**src/rtl/debounce_multi.sv**
```systemverilog
// ============================================================================
//  Module   : debounce_multi
//  Purpose  : N-channel debouncer with synchronizer, stability filter and
//             1-cycle rise/fall pulses; optional hold-to-repeat pulses
//             enabled by defining DEBOUNCE_REPEAT_EN.
//  Revision : 1.0  initial release
// ============================================================================
`default_nettype none

module debounce_multi #(
    parameter int CHANNELS      = 4,
    parameter int STABLE_CYCLES = 1_000_000,
    parameter int HOLD_CYCLES   = 50_000_000,
    parameter int REPEAT_CYCLES = 10_000_000,
    parameter int CNT_W         = $clog2(STABLE_CYCLES + 1)
) (
    input  logic                clk,
    input  logic                rst,
    input  logic [CHANNELS-1:0] din,
    output logic [CHANNELS-1:0] db_out,
    output logic [CHANNELS-1:0] rise,
    output logic [CHANNELS-1:0] fall,
    output logic [CHANNELS-1:0] rep
);

    localparam logic [CNT_W-1:0] C_CNT_LAST = CNT_W'(STABLE_CYCLES - 1);

    logic [CHANNELS-1:0] s1_q, s1_d;
    logic [CHANNELS-1:0] s2_q, s2_d;

    always_comb begin
        s1_d = din;
        s2_d = s1_q;
    end

    always_ff @(posedge clk) begin
        if (rst) begin
            s1_q <= '0;
            s2_q <= '0;
        end else begin
            s1_q <= s1_d;
            s2_q <= s2_d;
        end
    end

    for (genvar i = 0; i < CHANNELS; i++) begin : g_ch
        logic [CNT_W-1:0] cnt_q, cnt_d;
        logic             db_q, db_d;
        logic             rise_q, rise_d;
        logic             fall_q, fall_d;

        // Any sample that agrees with the current level restarts the window.
        always_comb begin
            cnt_d  = '0;
            db_d   = db_q;
            rise_d = 1'b0;
            fall_d = 1'b0;
            if (s2_q[i] != db_q) begin
                if (cnt_q == C_CNT_LAST) begin
                    db_d   = s2_q[i];
                    rise_d = s2_q[i];
                    fall_d = ~s2_q[i];
                end else begin
                    cnt_d = cnt_q + CNT_W'(1);
                end
            end
        end

        always_ff @(posedge clk) begin
            if (rst) begin
                cnt_q  <= '0;
                db_q   <= 1'b0;
                rise_q <= 1'b0;
                fall_q <= 1'b0;
            end else begin
                cnt_q  <= cnt_d;
                db_q   <= db_d;
                rise_q <= rise_d;
                fall_q <= fall_d;
            end
        end

        assign db_out[i] = db_q;
        assign rise[i]   = rise_q;
        assign fall[i]   = fall_q;

`ifdef DEBOUNCE_REPEAT_EN
        localparam int HMAX   = (HOLD_CYCLES > REPEAT_CYCLES) ? HOLD_CYCLES : REPEAT_CYCLES;
        localparam int HCNT_W = $clog2(HMAX + 1);
        localparam logic [HCNT_W-1:0] C_HOLD_LAST   = HCNT_W'(HOLD_CYCLES - 1);
        localparam logic [HCNT_W-1:0] C_REPEAT_LAST = HCNT_W'(REPEAT_CYCLES - 1);

        logic [HCNT_W-1:0] hcnt_q, hcnt_d;
        logic              phase_q, phase_d;
        logic              rep_q, rep_d;
        logic [HCNT_W-1:0] w_target;

        // phase_q selects the initial hold period versus the repeat period.
        always_comb begin
            hcnt_d   = hcnt_q;
            phase_d  = phase_q;
            rep_d    = 1'b0;
            w_target = phase_q ? C_REPEAT_LAST : C_HOLD_LAST;
            if (!db_q || !db_d) begin
                hcnt_d  = '0;
                phase_d = 1'b0;
            end else if (hcnt_q == w_target) begin
                hcnt_d  = '0;
                phase_d = 1'b1;
                rep_d   = 1'b1;
            end else begin
                hcnt_d = hcnt_q + HCNT_W'(1);
            end
        end

        always_ff @(posedge clk) begin
            if (rst) begin
                hcnt_q  <= '0;
                phase_q <= 1'b0;
                rep_q   <= 1'b0;
            end else begin
                hcnt_q  <= hcnt_d;
                phase_q <= phase_d;
                rep_q   <= rep_d;
            end
        end

        assign rep[i] = rep_q;
`else
        assign rep[i] = 1'b0;
`endif
    end

`ifndef DEBOUNCE_REPEAT_EN
    logic w_unused_cfg;
    assign w_unused_cfg = ^{HOLD_CYCLES, REPEAT_CYCLES};
`endif

endmodule

`default_nettype wire

```
**config.mk**
```make
export PLATFORM = sky130hd
export DESIGN_NAME = debounce_multi
export DESIGN_NICKNAME = d
export VERILOG_FILES = /design/src/rtl/debounce_multi.sv
export SDC_FILE = /design/constraint.sdc
export NUM_CORES = 1
export LEC_CHECK = 0
export ABC_CLOCK_PERIOD_IN_PS = 4040
export BUFFER_PORTS_ARGS = -buffer_cell sky130_fd_sc_hd__clkbuf_2
export CAP_MARGIN = 5
export CORE_MARGIN = 10
export CORE_UTILIZATION = 61
export DETAILED_ROUTE_END_ITERATION = 10
export PLACE_DENSITY = 0.87
export SLEW_MARGIN = 20
export SYNTH_ARGS = -nofsm -noshare
export SYNTH_HDL_FRONTEND = slang
export SYNTH_SLANG_ARGS = --single-unit
```
**constraint.sdc**
```tcl
create_clock -name clk -period 4.04 [get_ports clk]
set_input_delay 0 -clock clk [delete_from_list [all_inputs] [get_ports clk]]
set_output_delay 0 -clock clk [all_outputs]
set_load 0.02 [all_outputs]
```
==> summary by stage <==
Global routing
The first global-routing pass estimated 14.1 mm of wire. The leftover overflow at the end of global routing is 0. In the global route stage, met2 resource usage came out at 24.8%. The overall track demand over capacity in global routing is 14.7%. The largest net degree at the start of global routing is 21. In the global route stage, met3 resource usage came out at 3.81%. The number of antenna violations at the first check in global routing came to 0. The busiest layer in global routing is met2. The met1 layer usage reported by global route is 17.7%. The number of global-route vias before repair is 3,259.

Logic synthesis
The fraction of synthesized cell area taken by the top area cell type is 45.3%. The most common cell in the synthesized netlist is dfxtp_1. The number of standard cells after synthesis is 500.

After synthesis the netlist holds a flip-flop and latch count of 100. The netlist area before placement is 4420 um^2. The commonest register cell after synthesis is dfxtp_1. The distinct cell type count of the synthesized netlist is 38. Each instance of the synthesized netlist takes up on average 8.83 um^2. The number of synthesis warnings is 0.

Sequential cells were found to cover 45.3% of the synthesized design area. Ranked by instance count, the synthesized netlist is headed by 100 x dfxtp_1, 61 x nor2_1, 31 x a21oi_1, 31 x xnor2_1, 27 x nand3_1. The biggest area contributor in the post-synthesis netlist is dfxtp_1.

The synthesized design contains 0 enable-type register cells. Yosys attributes the largest share of cell area to dfxtp_1 45%, xnor2_1 6.1%, nor2_1 5.2%, xor2_1 3.6%, a21oi_1 3.5%. After synthesis, the share of flip-flops with an asynchronous set or reset is 0%.

Worst setup path
The critical path goes through or4_4, or4_4, o21ai_2, nor2_1. In this design, the critical path's most frequently occurring cell is or4_4. The destination of the worst register-to-register timing path is g_ch[0].cnt_q[3]. The critical path crosses 4 cells after its start point. STA classifies the critical path startpoint as a flip-flop. STA classifies the critical path endpoint as a flip-flop. Together, buffers and inverters on the worst path number 0. The largest fanout on the critical path is 20.

In this design, the stage delay of the slowest critical-path cell is 0.62 ns. The startpoint identified for the worst register-to-register timing path is g_ch[0].cnt_q[10]. Data on the critical path arrives at its endpoint at 2.50 ns.

The type of the worst setup path is flip-flop to flip-flop. The worst-case register-to-register setup slack is 1.74 ns. The family with the most delay on the worst path is simple AND/OR/NAND/NOR gates. For the worst flop-to-flop path, the logic depth is 4.

The worst endpoint required time is 4.25 ns. The slowest stage of the critical path belongs to the cell o21ai_2.

CTS
The TritonCTS clock tree is yes. The root buffer cell chosen for the clock tree is clkbuf_8. The number of sinks on the clock net is 100. The number of buffers on the longest clock path is 2. Clock-pin slew was measured on the worst setup and hold paths at 0.10 ns. The clock buffer count from CTS is 9. The number of setup buffers added after CTS is 0. The clock tree synthesis step divided the H-tree into 3 levels. For this design, the CTS-stage hold fixing added 4 buffers. The count of cells resized by post-cts repair is 0. The later pin in the worst-skew pair is clocked with a latency of 0.36 ns.

Power and ir drop
The switching power share of the total is 21.7%. Combinational logic is responsible for 1.5% of the overall power. The final total power is 1.65 mW. Dividing total power by cell area gives a power density of 352 nW/um^2. The internal power consumption is 1.29 mW.

The part of the total power dissipated in sequential elements is 60.3%. The reported leakage power is 1.42 nW. The portion of total power attributed to the clock network is 38.2%. The maximum ir drop on the vdd rail is 170 uV. The analysis attributes to net switching a power of 0.358 mW.

Die
The die boundary width is 105 um. The count of boundary I/O pins is 22. After floorplanning, the core was sized to cover 6910 um^2. For this configuration, the core starts out at a cell density of 63.9%. The die boundary height is 105 um. The number of placement rows is 30. The die covers 11,000 um^2.

Route
For this run, design rule violations remaining after detail routing come to 0. The number of search-and-repair iterations in the first detailed-routing pass is 4. The final antenna-violating net count is 0. Using the TritonRoute via totals, the vias-per-cell ratio works out to 5.75. The number of vias in the routed layout is 3,494. In this run, the number of DRC markers left after iteration 0 of detailed routing was 198. The final wirelength is 8.24 mm. In the final routed layout, each cell accounts on average for 13.5 um.

STA
The final max-slew violation count is 0. The portion of the clock cycle consumed by the worst path in the final layout is 56.9%. The worst-margin pin slew is 0.780 ns. The worst-case hold slack is 0.135 ns. The number of setup violations in the final report is 0.

The number of endpoints with negative hold slack in the final report is 0. The relative slew slack is 48.0%. The total negative slack for setup checks is 0 ns. The clock tree skew after final layout is 0.0158 ns.

Counting I/O delays and the setup requirement, the final critical path takes 2.30 ns. Setup repair after global routing left no endpoint under its margin. Static timing analysis puts the maximum clock frequency at 0.435 GHz.

The final worst slack is 1.74 ns.

Place
The placed instances occupy a cell area of 4450 um^2. The global placement routability congestion is 0.803. Buffers placed on the I/O ports in this run total 17. The number of placed instances, taps included, is 588. The wire-length estimate of the detail-placed layout is 5.70 mm. Timing analysis after detailed placement gives a worst setup slack of 1.75 ns.

Cells and area
The area added between synthesis and finish is 6.03%. Leaving out filler cells and counting taps, the final layout contains 608. Measured on the finished design, the core utilization comes to 67.8%. The layout cell share with drive strength beyond 1 is 8.79%. In the final design database the tool counted 517 nets.

The final instance area is 4680 um^2. The antenna diode count is 0.

Outcome
The flow ran to the end, and the final reports show no timing, DRC or antenna violations.

Min path
The start point of the worst hold path is rst. For hold timing, the worst endpoint is g_ch[0].db_q. In this run the worst hold path is classified as primary input to flip-flop. The worst hold path was traced through 2 stages.

Run
Across the run, the number of max-cap violations was 0.
-- layout make-up --
cell class | count | area (um^2)
inverters | 15 | 56.3
well taps | 96 | 120
clock buffers | 11 | 131
clock inverters | 5 | 60.1
multi-input cells | 359 | 2180
flip-flops and latches | 100 | 2000
repair buffers | 22 | 133
fillers | 572 | 2220
-- flip-flops by register name, summed over array words and instances (netlist names) --
signal,flops
g_ch.fall_q,4
g_ch.db_q,4
g_ch.cnt_q,80
g_ch.rise_q,4
s1_q,4
s2_q,4
-- worst register-to-register path: stages (launching register included) --
cell and delay [ns]:
dfxtp_1 0.36, or4_4 0.52, or4_4 0.53, o21ai_2 0.62, nor2_1 0.11
-- cell usage in the layout, fill, tap and decap left out, types with 6 or more instances in the layout --
cell,synthesis,layout
a21oi_1,31,31
and2_1,6,6
and3_1,10,10
and4_1,9,9
clkbuf_2,0,17
clkbuf_8,0,9
dfxtp_1,100,100
inv_1,15,15
nand2_1,25,25
nand3_1,27,27
nand4_1,18,18
nor2_1,61,61
nor2b_1,9,9
nor4_1,13,13
o21ai_0,21,20
o31ai_1,11,11
or3_1,20,20
or4_1,12,12
xnor2_1,31,31
xor2_1,18,18
-- worst max-delay path by stage --
| stage | from | end | slack (ns) |
|---|---|---|---|
| 3_5_place_dp | g_ch[0].cnt_q[10] | g_ch[0].cnt_q[5] | 1.75 |
| 2_1_floorplan | g_ch[2].cnt_q[0] | g_ch[2].cnt_q[9] | 2.15 |
| 4_1_cts | g_ch[0].cnt_q[10] | g_ch[0].cnt_q[3] | 1.74 |
| 5_1_grt | g_ch[0].cnt_q[10] | g_ch[0].cnt_q[12] | 1.58 |
| 6_report | g_ch[0].cnt_q[10] | g_ch[0].cnt_q[3] | 1.74 |
| 3_3_place_gp | g_ch[0].cnt_q[10] | g_ch[0].cnt_q[11] | 1.80 |
-- metal layers --
| metal | vias up | share of wire [%] | routed length [um] |
|---|---|---|---|
| met5 | - | 0 | 0 |
| met4 | 0 | 1.1 | 93 |
| met3 | 8 | 4.0 | 329 |
| met2 | 61 | 48 | 3950 |
| met1 | 1660 | 47 | 3860 |
| li1 | 1765 | - | - |
-- cell families after synthesis --
| logic type | Yosys count | synth area share, % |
|---|---|---|
| xor gates and xnor gates | 49 | 9.72 |
| DFF | 100 | 45.3 |
| other | 1 | 0.0849 |
| adders and majority gates | 4 | 1.13 |
| AOI/OAI and AO/OA | 66 | 8.36 |
| and+or+nand+nor | 236 | 29.8 |
| buffers and inverters | 44 | 5.55 |
-- power groups by stage --
stage          Clock [mW]  Combinational [mW]  Sequential, mW
2_1_floorplan           0              0.0208            1.02
3_3_place_gp            0              0.0217            1.02
3_5_place_dp            0              0.0224            1.02
4_1_cts             0.633              0.0255           0.993
5_1_grt             0.666              0.0287           0.994
6_report            0.629              0.0255           0.993
Note: power is estimated with default switching activity, not from simulation.
